File: src/rtl/shift_pkg.sv
// Purpose: shared op/state encodings and bit-reversal helper for the shift arbiter slice.
// Latency: n/a (types, constants and a pure function only).
// Backpressure: n/a.
package shift_pkg;

  localparam int WIDTH = 32;
  localparam int AMT_W = 5;

  typedef enum logic [1:0] {
    OP_SLL = 2'b00,
    OP_SRL = 2'b01,
    OP_SRA = 2'b10,
    OP_ROL = 2'b11
  } op_e;

  typedef enum logic {
    ST_IDLE = 1'b0,
    ST_FULL = 1'b1
  } state_e;

  // Mirror a word end-for-end so a left shifter can perform right shifts.
  function automatic logic [WIDTH-1:0] bit_rev(input logic [WIDTH-1:0] d);
    logic [WIDTH-1:0] r;
    for (int i = 0; i < WIDTH; i++) begin
      r[i] = d[WIDTH-1-i];
    end
    return r;
  endfunction

endpackage

File: src/rtl/shift_core.sv
// Purpose: combinational 32-bit shifter (SLL/SRL/SRA/ROL) built around one left-shift core.
// Latency: 0 cycles (pure combinational).
// Backpressure: none; the caller registers the result.
// Build option: ROTATE_EN enables real rotate for op 11; otherwise op 11 passes data through.
module shift_core
  import shift_pkg::*;
(
  input  logic [WIDTH-1:0] i_data,
  input  logic [AMT_W-1:0] i_amt,
  input  logic [1:0]       i_op,
  output logic [WIDTH-1:0] o_result
);

  logic             w_is_right;
  logic [WIDTH-1:0] w_core_in;
  logic [WIDTH-1:0] w_shl;
  logic [WIDTH-1:0] w_srl;
  logic [WIDTH-1:0] w_fill;

  // Right shifts go through the same left shifter by mirroring input and output.
  assign w_is_right = (i_op == OP_SRL) || (i_op == OP_SRA);
  assign w_core_in  = w_is_right ? bit_rev(i_data) : i_data;
  assign w_shl      = w_core_in << i_amt;
  assign w_srl      = bit_rev(w_shl);
  // Sign fill covers exactly the vacated MSBs; empty when amt is 0.
  assign w_fill     = i_data[WIDTH-1] ? ~({WIDTH{1'b1}} >> i_amt) : '0;

`ifdef ROTATE_EN
  logic [WIDTH-1:0] w_rol_hi;
  // Shift by 32 when amt is 0 clears the wrap term, leaving data unchanged.
  assign w_rol_hi = i_data >> (6'd32 - {1'b0, i_amt});
`endif

  // Select the final result per op.
  always_comb begin
    o_result = w_shl;
    case (op_e'(i_op))
      OP_SLL: o_result = w_shl;
      OP_SRL: o_result = w_srl;
      OP_SRA: o_result = w_srl | w_fill;
`ifdef ROTATE_EN
      OP_ROL: o_result = w_shl | w_rol_hi;
`else
      OP_ROL: o_result = i_data;
`endif
      default: o_result = w_shl;
    endcase
  end

endmodule

File: src/rtl/shift_arbiter_ctrl.sv
// Purpose: round-robin share of one shift datapath between ALU (port 0) and multdiv (port 1).
// Latency: 1 cycle from accept to rsp_valid; back-to-back issue when rsp_ready is high.
// Backpressure: rsp_ready=0 holds the result and drops both reqN_ready. Build option: ROTATE_EN.
module shift_arbiter_ctrl
  import shift_pkg::state_e;
  import shift_pkg::ST_IDLE;
  import shift_pkg::ST_FULL;
  import shift_pkg::OP_ROL;
  import shift_pkg::AMT_W;
#(
  parameter int WIDTH      = 32,
  parameter bit RESET_PRIO = 1'b0
) (
  input  logic             clock,
  input  logic             reset,
  input  logic             req0_valid,
  output logic             req0_ready,
  input  logic [1:0]       req0_op,
  input  logic [WIDTH-1:0] req0_data,
  input  logic [AMT_W-1:0] req0_amt,
  input  logic             req1_valid,
  output logic             req1_ready,
  input  logic [1:0]       req1_op,
  input  logic [WIDTH-1:0] req1_data,
  input  logic [AMT_W-1:0] req1_amt,
  output logic             rsp_valid,
  input  logic             rsp_ready,
  output logic             rsp_id,
  output logic [WIDTH-1:0] rsp_data,
  output logic             rsp_err
);

  state_e           r_state;
  state_e           w_state_nxt;
  logic             r_rr_ptr;
  logic             r_id;
  logic [WIDTH-1:0] r_data;
  logic             r_err;

  logic             w_can_accept;
  logic             w_both;
  logic             w_winner;
  logic             w_grant;
  logic [1:0]       w_op;
  logic [WIDTH-1:0] w_data;
  logic [AMT_W-1:0] w_amt;
  logic [WIDTH-1:0] w_result;
  logic             w_err;

  // The output slot frees up in the same cycle the consumer drains it.
  assign w_can_accept = (r_state == ST_IDLE) | rsp_ready;
  assign w_both       = req0_valid & req1_valid;
  assign w_winner     = w_both ? r_rr_ptr : req1_valid;
  assign w_grant      = w_can_accept & (req0_valid | req1_valid);

  assign req0_ready   = w_can_accept & req0_valid & ~w_winner;
  assign req1_ready   = w_can_accept & req1_valid &  w_winner;

  assign w_op   = w_winner ? req1_op   : req0_op;
  assign w_data = w_winner ? req1_data : req0_data;
  assign w_amt  = w_winner ? req1_amt  : req0_amt;

`ifdef ROTATE_EN
  assign w_err = 1'b0;
`else
  assign w_err = (w_op == OP_ROL);
`endif

  shift_core u_core (
    .i_data   (w_data),
    .i_amt    (w_amt),
    .i_op     (w_op),
    .o_result (w_result)
  );

  // State register: IDLE means the output slot is empty.
  always_ff @(posedge clock or posedge reset) begin
    if (reset) r_state <= ST_IDLE;
    else       r_state <= w_state_nxt;
  end

  // Next state: fill on grant, empty when drained with nothing new, else hold.
  always_comb begin
    w_state_nxt = r_state;
    case (r_state)
      ST_IDLE: if (w_grant) w_state_nxt = ST_FULL;
      ST_FULL: if (rsp_ready && !w_grant) w_state_nxt = ST_IDLE;
      default: w_state_nxt = ST_IDLE;
    endcase
  end

  // Round-robin pointer only moves when both ports competed.
  always_ff @(posedge clock or posedge reset) begin
    if (reset)                 r_rr_ptr <= RESET_PRIO;
    else if (w_grant && w_both) r_rr_ptr <= ~w_winner;
  end

  // Result register: captured on grant, otherwise held so rsp_* stays stable.
  always_ff @(posedge clock or posedge reset) begin
    if (reset) begin
      r_id   <= 1'b0;
      r_data <= '0;
      r_err  <= 1'b0;
    end else if (w_grant) begin
      r_id   <= w_winner;
      r_data <= w_result;
      r_err  <= w_err;
    end
  end

  assign rsp_valid = (r_state == ST_FULL);
  assign rsp_id    = r_id;
  assign rsp_data  = r_data;
  assign rsp_err   = r_err;

endmodule

File: config.mk
export PLATFORM = sky130hd
export DESIGN_NAME = shift_arbiter_ctrl
export DESIGN_NICKNAME = d
export VERILOG_FILES = /design/src/rtl/shift_pkg.sv /design/src/rtl/shift_core.sv /design/src/rtl/shift_arbiter_ctrl.sv
export SDC_FILE = /design/constraint.sdc
export NUM_CORES = 1
export LEC_CHECK = 0
export CORE_MARGIN = 5
export CORE_UTILIZATION = 45
export DETAILED_ROUTE_END_ITERATION = 8
export PLACE_DENSITY = 0.72
export SKIP_CTS_REPAIR_TIMING = 1
export SYNTH_ARGS = -nofsm -noshare
export SYNTH_HDL_FRONTEND = slang
export SYNTH_SLANG_ARGS = --single-unit
File: constraint.sdc
create_clock -name clock -period 4 [get_ports clock]
set_input_delay 0.6 -clock clock [delete_from_list [all_inputs] [get_ports clock]]
set_output_delay 0.6 -clock clock [all_outputs]
set_load 0.1 [all_outputs]
=== Yosys cells after proc, flatten, opt, wreduce, memory -nomap -nowiden ===
Cells that the tools add are included.

* Flip-flop bits (word level): 36
* Logic and storage cells: 37
* Output and inout port bits: 37

* Equality and inequality tests: 3
* Shift operators: 2
* Bitwise logic cells: 12
* Reduce and logical (&&, ||, !) cells: 5
* Muxes and demuxes: 10

{| class="wikitable"
|+ Operators by type and width
! kind !! count
|-
| $pmux 32 s4 || 1
|-
| $mux 32 || 3
|-
| $not 32->32 || 1
|-
| $or 32x32->32 || 1
|-
| $shl 32x5->32 || 1
|-
| $shr 32x5->32 const A || 1
|-
| $and 1x1->1 || 6
|-
| $mux 5 || 1
|-
| $eq 2x2->1 const B || 2
|-
| $mux 1 || 3
|-
| $eq 2x1->1 const B || 1
|-
| $logic_and 1x1->1 || 2
|-
| $logic_not 2->1 || 1
|-
| $mux 2 || 1
|-
| $not 1->1 || 2
|-
| $or 1x1->1 || 2
|-
| $pmux 1 s2 || 1
|-
| $logic_not 1->1 || 1
|-
| $logic_or 1x1->1 || 1
|}

=== Logic depth before layout (Yosys ltp) ===
Gate-level depths: netlist (run 1).

* Depth in word-level cells: 9
* Depth in mapped cells: 20
* Depth with buffers taken out: 13

=== Hierarchy ===
A second synthesis (run 1) with hierarchy kept.

* Cell total of the unflattened synthesis: 697
* Area, all modules: 6452.4 µm²

{| class="wikitable"
|+ Modules (own cells, without submodules)
! module !! cells an instance !! times used !! area an instance (µm²)
|-
| shift_core || 563 || 1 || 4470.5
|-
| shift_arbiter_ctrl || 134 || 1 || 1981.9
|}

=== Least setup slack after synthesis (run 1) ===
OpenSTA, ideal clock, no wires.

* Path kind: input to register
* From: input req0_valid
* To: register r_data[31] (netlist: rsp_data[31])
* Stages: 20
* Slack: -0.504 ns
* Arrival: 4.380 ns
* Buffers on the path: 8
* Data required time: 3.876 ns
* Path through: and2b_4 -> nor2_4 -> buf_6 -> buf_4 -> buf_2 -> clkbuf_1 -> buf_1 -> nand2_1 -> nand2_1 -> ha_1 -> buf_2 -> inv_1 -> buf_1 -> clkbuf_1 -> mux4_2 -> nand2_1 -> nand3_1 -> a31oi_1 -> o221ai_2 -> o221a_1

* Word-level cells in the longest chain between the ends: 9

{| class="wikitable"
|+ Ends and longest elaborated chain
! element !! RTL line !! source
|-
| start, declared || shift_arbiter_ctrl.sv:16 || <nowiki>input logic req0_valid,</nowiki>
|-
| $and 1x1->1 || shift_arbiter_ctrl.sv:52 || <nowiki>assign w_both = req0_valid & req1_valid;</nowiki>
|-
| $mux 1 || shift_arbiter_ctrl.sv:53 || <nowiki>assign w_winner = w_both ? r_rr_ptr : req1_valid;</nowiki>
|-
| $mux 2 || shift_arbiter_ctrl.sv:59 || <nowiki>assign w_op = w_winner ? req1_op : req0_op;</nowiki>
|-
| $eq 2x1->1 / $eq 2x2->1 (equally long branches) || shift_core.sv:21, shift_core.sv:37 ||
|-
| $logic_or 1x1->1 || shift_core.sv:21 || <nowiki>assign w_is_right = (i_op == OP_SRL) || (i_op == OP_SRA);</nowiki>
|-
| $mux 32 || shift_core.sv:22 || <nowiki>assign w_core_in = w_is_right ? bit_rev(i_data) : i_data;</nowiki>
|-
| $shl 32x5->32 || shift_core.sv:23 || <nowiki>assign w_shl = w_core_in << i_amt;</nowiki>
|-
| $or 32x32->32 || shift_core.sv:40 || <nowiki>OP_SRA: o_result = w_srl | w_fill;</nowiki>
|-
| $pmux 32 s4 || shift_core.sv:37 || <nowiki>case (op_e'(i_op))</nowiki>
|-
| end signal, assigned || shift_arbiter_ctrl.sv:106 || <nowiki>r_data <= w_result;</nowiki>
|-
| end, declared || shift_arbiter_ctrl.sv:37 || <nowiki>logic [WIDTH-1:0] r_data;</nowiki>
|}

Several ways; a longest one is shown, not always the timed one.
A chain may end at the register's enable or synchronous reset.

=== Worst setup path after layout (run 1) ===
* From: input req0_valid
* To: register r_data[1] (netlist: rsp_data[1])

Same word-level chain as after synthesis.

==> qor.txt, run 1 <==
die area -> 18540 sq um
met1 wire length -> 13430 um
drt first pass iters -> 5
Layout Nets -> 1175
Worst R2R End -> rsp_data[1]
Avg Cell Area, Syn -> 7.758 sq um
Total Power -> 5.411 mW
hold path cells -> 2
Layout Skew -> 0.008087 ns
Post-synth EDFFs -> 0
Setup CP Type -> in2reg
CTS tree -> done
status -> complete, no violations
largest cells by area after synthesis -> dfrtp_1, mux4_2, mux2i_1, nand2_1, a21oi_1
Max rail drop VDD -> 0.5777 mV
unrepaired setup endpoints after global routing -> false
GRT Util Overall -> 0.3537
largest net degree at the start of global routing -> 55
Startpoint Class -> input port
Die X -> 136.1 um
power density cells -> 575.6 nW/um^2
Routed WL -> 33660 um
Tmin final -> 3.732 ns
drt drc -> 0
Via density -> 6.827
Hold Path Class -> reg2reg
Die Y -> 136.1 um
Critical-path top delay cell -> mux4_2
post-synthesis cell count -> 923
Slew headroom -> 0.3377
final setup violation count -> 0
DRT iter0 DRCs -> 1237
Filler Cell Count -> 1542
Reg2Reg Depth -> 14
GRT overflow -> 0
first-pass GRT wire length -> 50440 um
num rows -> 46
Worst-Skew Late Latency -> 0.29 ns
RR Startpoint -> r_rr_ptr
Vias -> 8909
Unique masters post-synth -> 81
WHS Endpoint -> rsp_err
Synth Register Bits -> 36
Final Cycle Share -> 0.9330
largest stage delay on the critical path -> 0.51 ns
cell taking the most area after synthesis -> dfrtp_1
I/O Pins -> 120
Max H-tree Level -> 2
Top Metal Used -> met4
met2 wire length -> 14770 um
Crit. End Element -> flip-flop
ant diodes -> 0
placed cell count -> 1297
CP dominant cell by count -> nand2_1
met3 WL -> 3695 um
fmax -> 268.0 MHz
gp weighted congestion -> 1.024
Inserted Clock Buffers -> 5
Cell Chain, Critical Path -> clkdlybuf4s50_1 > and2b_4 > nor2_4 > nand2_1 > nand2_1 > ha_1 > buf_4 > mux4_2 > a22o_1 > o22ai_1 > a21oi_1 > o211ai_1 > a211o_1 > o221ai_1 > o221a_2
Non-Filler Instances -> 1305
Initial Utilization -> 0.4541
Port Buffer Count -> 119
per-cell routed wire length -> 25.79 um
CP Max Fanout -> 7
ANT nets after route -> 0
R2R Setup Slk -> 0.59 ns
Max Cap Viol -> 0
Synth Warn # -> 0
clk sinks -> 36
Arr. time, crit path -> 3.91 ns
layout cell share with drive strength beyond 1 -> 0.2149
CTS max path bufs -> 2
Crit path required time -> 4.18 ns
Final WS setup -> 0.2681 ns
Main synth FF type -> dfrtp_1
Async SR Flop Fraction -> 1.000
P&R area growth vs syn -> 31.28%
Setup TNS Final -> 0 ns
vias in the first global route -> 8594
Final Core Density -> 0.5961
fin. max-slew vios -> 0
Root Buffer -> clkbuf_16
final hold vios -> 0
core box area -> 15770 sq um
post-synth top area share -> 0.1258
sequential share of the synthesized area -> 0.1258
min-delay src -> rsp_err
Leak -> 3.895 nW
initial antenna violation count -> 0
synthesized area -> 7161 sq um
top-count cell post-synth -> nand2_1
worst slack, placed -> -0.1101 ns
Worst-Margin Slew -> 0.9903 ns
syn nets -> 1010
most frequent cells after synthesis -> nand2_1, mux2i_1, a21oi_1
placed wire-length estimate -> 26600 um
clock slew at reported path FFs -> 0.06 ns
==> how the worst max path moves through the flow <==
stage	start	to
global placement	req1_valid	rsp_data[1]
floorplan	req0_valid	rsp_data[1]
detailed placement	req1_valid	rsp_data[1]
CTS	req1_valid	rsp_data[1]
global route	req0_valid	rsp_data[25]
finish	req0_valid	rsp_data[1]
==> sequential cells by signal (all words and copies together) (netlist names) <==
signal,count
r_rr_ptr,1
rsp_data,32
rsp_err,1
rsp_id,1
rsp_valid,1
==> cell usage in the layout (no fill, tap or decap), types with 5 or more instances in the layout <==
cell type	n
nand4_1	12
mux4_2	35
o221a_2	8
and3_1	12
or3_1	5
nand2_1	145
a21oi_1	66
clkbuf_16	5
a21boi_0	10
o22ai_1	12
mux2i_1	75
nand3_1	24
nor2b_1	20
buf_4	116
buf_12	9
clkdlybuf4s50_1	114
a21o_1	6
dfrtp_1	36
o21ai_1	5
inv_1	13
a31o_2	5
a221oi_1	28
a2111oi_0	8
a31oi_1	21
nor2_1	50
o221ai_1	8
mux2_2	24
a211oi_1	13
a211o_1	6
nor4_1	6
o21ai_0	54
o211a_1	7
nand2b_1	14
o211ai_1	14
nor3_1	17
o21a_1	5
==> where the power goes <==
group / leakage, nW / internal [mW] / switching, mW
combinational: 3.36 / 1.49 / 2.75
sequential: 0.426 / 0.499 / 0.0880
clock: 0.104 / 0.421 / 0.167
total: 3.89 / 2.40 / 3.01
==> metal layers <==
| metal | track usage | vias up |
|---|---|---|
| met4 | 0.1568 | 0 |
| li1 | - | 3914 |
| met2 | 0.5520 | 637 |
| met3 | 0.07587 | 115 |
| met1 | 0.4703 | 4243 |
| met5 | 0 | - |
==> stage by stage <==
step | hold slack, ns | area (sq um)
after floorplan | 0.4504 | 7189
after global placement | 0.4652 | 9181
after detailed placement | 0.4673 | 9181
after CTS | 0.4802 | 9397
after global routing | 0.5137 | 9400
final | 0.4732 | 9400
==> cell type report <==
cell class                 instances  area (sq um)  area share
multi-input combinational        790          5751      0.6117
timing repair buffer             242          2215      0.2356
sequential                        36         900.9     0.09583
tap                              216         270.3     0.02875
clock buffer                       5         125.1     0.01331
clock inverter                     3         90.09    0.009583
inverter                          13         48.80    0.005191
==> cell families after synthesis <==
logic type | count (synthesis) | share of synthesized area
flip-flops | 36 | 0.1258
multiplexers | 139 | 0.2638
XOR/XNOR | 3 | 0.003670
AO/OA/AOI/OAI | 317 | 0.3126
buffers and inverters | 97 | 0.07339
AND/OR/NAND/NOR | 327 | 0.2137
adder cells (fa/ha/maj) | 4 | 0.006990
==> worst max-delay path: cells and delay by family <==
kind                     cells  cell delay (ns)
AND/OR/NAND/NOR              4             0.35
buffers and inverters        2             0.73
adder cells (fa/ha/maj)      1             0.42
multiplexers                 1             0.51
AO/OA/AOI/OAI                7             1.30
(Power assumes the default switching activity.)
==> inputs of run 2 (changes only) <==
--- a/config.mk
+++ b/config.mk
@@ -5,7 +5,7 @@
 export SDC_FILE = /design/constraint.sdc
 export NUM_CORES = 1
 export LEC_CHECK = 0
-export CORE_MARGIN = 5
+export CORE_MARGIN = 4
 export CORE_UTILIZATION = 45
 export DETAILED_ROUTE_END_ITERATION = 8
 export PLACE_DENSITY = 0.72
==> run 2 against run 1 <==
Cell count down 1.5%. Sequential cell count stayed put. Clock power fell by 22%. Sequential share of layout area up 0.18 points. First-iteration DRC count increased by 14%. Register-to-register slack worse by 0.02 ns. Core utilization increased by 0.45 points. Routed wire length is 2.3% lower. Clock skew down 0.0058 ns. Worst hold slack better by 0.0092 ns.
==> qor.txt, run 2 (synthesis gave the netlist of run 1 again) <==
status -> complete, no violations
commonest cells after routing, fill and taps aside -> nand2_1, clkdlybuf4s50_1, buf_4
Max H-tree Level -> 2 (unchanged)
Startpoint Class -> input port
Layout Skew -> 0.002262 ns (-0.005825 ns)
CP Max Fanout -> 8 (+1)
ANT nets after route -> 0 (unchanged)
fmax -> 267.0 MHz (-0.36%)
crit path from -> req0_valid
Slew headroom -> 0.3366 (-0.001086)
worst slack, placed -> -0.03137 ns (+0.07875 ns)
Via density -> 6.906 (+1.2%)
first-pass GRT wire length -> 50090 um (-0.68%)
Port Buffer Count -> 119 (unchanged)
Crit. End Element -> flip-flop
initial antenna violation count -> 0 (unchanged)
Worst-Margin Slew -> 0.9919 ns (+0.001623 ns)
Arr. time, crit path -> 3.91 ns (about the same)
Placed Area -> 9062 sq um (-1.3%)
Non-Filler Instances -> 1285 (-1.5%)
min-delay src -> rsp_id
ant diodes -> 0 (unchanged)
Max Cap Viol -> 0 (unchanged)
Reg area -> 900.9 sq um (unchanged)
RR Startpoint -> r_rr_ptr
core box area -> 15370 sq um (-2.5%)
Tmin final -> 3.745 ns (+0.01337 ns)
Initial Utilization -> 0.4659 (+0.01179)
Vias -> 8874 (-0.39%)
die area -> 17990 sq um (-2.9%)
final hold vios -> 0 (unchanged)
largest net degree at the start of global routing -> 57 (+3.6%)
final setup violation count -> 0 (unchanged)
final instance area -> 9231 sq um (-1.8%)
DRT iter0 DRCs -> 1408 (+14%)
layout cell share with drive strength beyond 1 -> 0.2039 (-0.01097)
per-cell routed wire length -> 25.61 um (-0.73%)
Inserted Clock Buffers -> 5 (unchanged)
Total Power -> 5.206 mW (-3.8%)
Layout Nets -> 1160 (-1.3%)
vias in the first global route -> 8458 (-1.6%)
fin. max-slew vios -> 0 (unchanged)
Max rail drop VDD -> 0.4723 mV (-18%)
commonest non-fill, non-tap cell in the layout -> nand2_1
Largest register FFs -> 32 (unchanged)
CTS tree -> done
Final Core Density -> 0.6006 (+0.004489)
Routed WL -> 32900 um (-2.3%)
Crit path required time -> 4.17 ns (about the same)
gp weighted congestion -> 1.051 (+2.6%)
clk sinks -> 36 (unchanged)
Die Y -> 134.1 um (-1.5%)
I/O Pins -> 120 (unchanged)
CTS max path bufs -> 2 (unchanged)
GRT Util Overall -> 0.3539 (about the same)
Final Cycle Share -> 0.9363 (+0.003343)
drt first pass iters -> 6 (+1)
drt drc -> 0 (unchanged)
Leak -> 3.795 nW (-2.6%)
Root Buffer -> clkbuf_16
unrepaired setup endpoints after global routing -> false
Die X -> 134.1 um (-1.5%)
Worst-Skew Late Latency -> 0.29 ns (about the same)
Hold WS -> 0.4824 ns (+0.009211 ns)
Final WS setup -> 0.2547 ns (-0.01337 ns)
P&R area growth vs syn -> 28.92%
power density cells -> 563.9 nW/um^2 (-2.0%)
placed cell count -> 1277 (-1.5%)
Hold Path Class -> reg2reg
Filler Cell Count -> 1467 (-4.9%)
area of the multi-input gates -> 5751 sq um (unchanged)
GRT overflow -> 0 (unchanged)
placed wire-length estimate -> 25740 um (-3.2%)
Setup CP Type -> in2reg
Setup TNS Final -> 0 ns (unchanged)
clock slew at reported path FFs -> 0.06 ns (about the same)
num rows -> 45 (-2.2%)
-- run 2: final cells by class --
cell class,instances,share of cell area
tap,211,0.02860
sequential,36,0.09759
multi-input combinational,790,0.6229
clock inverter,3,0.004608
timing repair buffer,227,0.2274
inverter,13,0.005286
clock buffer,5,0.01355
-- run 2: worst paths after layout --
check / to / cells after the start / slack [ns]
worst max-delay path: rsp_data[28] / 15 / 0.25
worst min-delay path: rsp_id / 1 / 0.48
worst max register to register: rsp_data[28] / 14 / 0.57
worst min register to register: rsp_id / 1 / 0.48
max in group asynchronous: rsp_data[18] / 3 / 2.65
min in group asynchronous: rsp_data[27] / 2 / 0.63
-- run 2: layer usage --
layer  wire length [um]  vias to the layer above  track usage  part of all wire
met2              14500                      634       0.5491              0.44
met4               1462                        0       0.1250             0.044
li1                   -                     3887            -                 -
met3               3622                      101      0.06039              0.11
met1              13320                     4252       0.4984              0.40
met5                  0                        -            0                 0
-- run 2: critical path, cell delays in order --
cell             delay [ns]
clkdlybuf4s50_1        0.50
and2b_4                0.18
nor2_4                 0.04
nand2_1                0.07
nand2_1                0.07
ha_1                   0.44
buf_4                  0.23
mux4_2                 0.50
a22o_1                 0.20
o22ai_1                0.18
a21oi_1                0.12
a21oi_2                0.26
nand2_1                0.16
a311oi_1               0.28
nor3_1                 0.07
-- run 2: power breakdown --
group          switching, mW  internal, mW  total, mW
clock network          0.164         0.293      0.457
logic                   2.72          1.44       4.16
registers             0.0908         0.499      0.589
total                   2.98          2.23       5.21
==> inputs of run 3 (changes only) <==
--- a/config.mk
+++ b/config.mk
@@ -8,6 +8,7 @@
 export CORE_MARGIN = 4
 export CORE_UTILIZATION = 45
 export DETAILED_ROUTE_END_ITERATION = 8
+export GPL_ROUTABILITY_DRIVEN = 0
 export PLACE_DENSITY = 0.72
 export SKIP_CTS_REPAIR_TIMING = 1
 export SYNTH_ARGS = -nofsm -noshare
==> run 3 against run 2 <==
Maximum frequency fell by 1.6%. Total power fell by 3.1%. Sequential share of layout area rose by 0.24 points. Routed wire length fell by 7.4%. Register-to-register slack improved by 0.05 ns. Worst hold slack improved by 0.011 ns. Critical path type unchanged. Largest power group unchanged. Highest routed layer unchanged.
==> qor.txt, run 3 (synthesis gave the netlist of run 1 again) <==
status -> complete, no violations
fin. max-slew vios -> 0 (unchanged)
R2R Setup Slk -> 0.62 ns (+0.05 ns)
ant diodes -> 0 (unchanged)
Max H-tree Level -> 2 (unchanged)
Final Core Density -> 0.5862 (-0.01441)
fmax -> 262.8 MHz (-1.6%)
largest net degree at the start of global routing -> 70 (+23%)
drt first pass iters -> 7 (+1)
Initial Utilization -> 0.4659 (unchanged)
first-pass GRT wire length -> 47150 um (-5.9%)
I/O Pins -> 120 (unchanged)
vias in the first global route -> 8389 (-0.82%)
drt drc -> 0 (unchanged)
ANT nets after route -> 0 (unchanged)
num rows -> 45 (unchanged)
worst slack, placed -> -0.08558 ns (-0.05421 ns)
placed wire-length estimate -> 23390 um (-9.1%)
Crit path required time -> 4.16 ns (about the same)
clk sinks -> 36 (unchanged)
CTS tree -> done
Layout Nets -> 1132 (-2.4%)
Final Cycle Share -> 0.9513 (+0.01497)
Worst-Margin Slew -> 0.9835 ns (-0.008450 ns)
Worst-Skew Late Latency -> 0.27 ns (-0.02 ns)
Inserted Clock Buffers -> 5 (unchanged)
Arr. time, crit path -> 3.97 ns (+0.06 ns)
GRT Util Overall -> 0.3285 (-0.02550)
Via density -> 7.135 (+3.3%)
Die X -> 134.1 um (unchanged)
Setup CP Type -> in2reg
min-delay src -> rsp_id
Final WS setup -> 0.1949 ns (-0.05987 ns)
final hold vios -> 0 (unchanged)
Largest register FFs -> 32 (unchanged)
crit path from -> req0_valid
per-cell routed wire length -> 24.27 um (-5.2%)
final setup violation count -> 0 (unchanged)
power density cells -> 560.0 nW/um^2 (-0.69%)
Port Buffer Count -> 119 (unchanged)
CP Max Fanout -> 42 (+34)
Max rail drop VDD -> 0.4141 mV (-12%)
Hold WS -> 0.4938 ns (+0.01142 ns)
Leak -> 3.651 nW (-3.8%)
layout cell share with drive strength beyond 1 -> 0.1847 (-0.01922)
core box area -> 15370 sq um (unchanged)
CTS max path bufs -> 2 (unchanged)
Vias -> 8961 (+0.98%)
Root Buffer -> clkbuf_16
Tmin final -> 3.805 ns (+0.05987 ns)
initial antenna violation count -> 0 (unchanged)
Startpoint Class -> input port
die area -> 17990 sq um (unchanged)
P&R area growth vs syn -> 25.83%
Layout Skew -> 0.003626 ns (+0.001365 ns)
Crit. End Element -> flip-flop
Slew headroom -> 0.3400 (+0.003306)
Total Power -> 5.046 mW (-3.1%)
commonest cells after routing, fill and taps aside -> nand2_1, clkdlybuf4s50_1, mux2i_1
unrepaired setup endpoints after global routing -> false
Die Y -> 134.1 um (unchanged)
GRT overflow -> 0 (unchanged)
Max Cap Viol -> 0 (unchanged)
Routed WL -> 30480 um (-7.4%)
commonest non-fill, non-tap cell in the layout -> nand2_1
clock slew at reported path FFs -> 0.05 ns (about the same)
Hold Path Class -> reg2reg
DRT iter0 DRCs -> 1646 (+17%)
RR Startpoint -> r_rr_ptr
[run 3: changes by cell type in the layout (fill, tap and decap cells not counted), sizes merged]
cell,change
clkinv,-1
bufinv,-1
buf,-28
clkinvlp,-1
clkbuf,+2
[run 3: final timing paths]
kind / end / depth (start not counted)
worst max-delay path: rsp_data[18] / 11
worst min-delay path: rsp_id / 1
worst max register to register: rsp_data[28] / 14
worst min register to register: rsp_id / 1
max in group asynchronous: rsp_err / 3
min in group asynchronous: rsp_data[20] / 3
[run 3: report_power, final]
group / internal, mW / switching (mW) / total, mW
logic: 1.38 / 2.67 / 4.05
registers: 0.499 / 0.0913 / 0.591
clock network: 0.261 / 0.142 / 0.403
[run 3: worst max-delay path: stages]
cell and delay, ns:
clkdlybuf4s50_1 0.49, nand2b_1 0.15, buf_4 0.45, a21boi_0 0.27
or2_0 0.46, o21ai_1 0.25, buf_4 0.21, a21oi_1 0.06
a211oi_1 0.60, o21ai_0 0.24, o211a_1 0.18
[run 3: area by class of cell]
| class | instances | area, sq um |
|---|---|---|
| fillers | 1404 | 6361 |
| well taps | 211 | 264.0 |
| repair buffers | 199 | 1877 |
| inverters | 13 | 48.80 |
| flip-flops and latches | 36 | 900.9 |
| multi-input cells | 790 | 5767 |
| clock buffers | 7 | 152.6 |
[run 3: metal layers]
metal  GRT usage  share of wire
met4      0.1782          0.074
met1      0.4297           0.37
met2      0.5025           0.43
met5           0              0
met3     0.07764           0.13
[run 3: per-stage QoR]
stage / area, sq um / setup TNS, ns / cells
after floorplan: 7189 / 0 / 923
after global placement: 8840 / -0.2739 / 1249
after detailed placement: 8840 / -0.2712 / 1249
after CTS: 8992 / 0 / 1256
after global routing: 9010 / 0 / 1256
final: 9010 / 0 / 1256
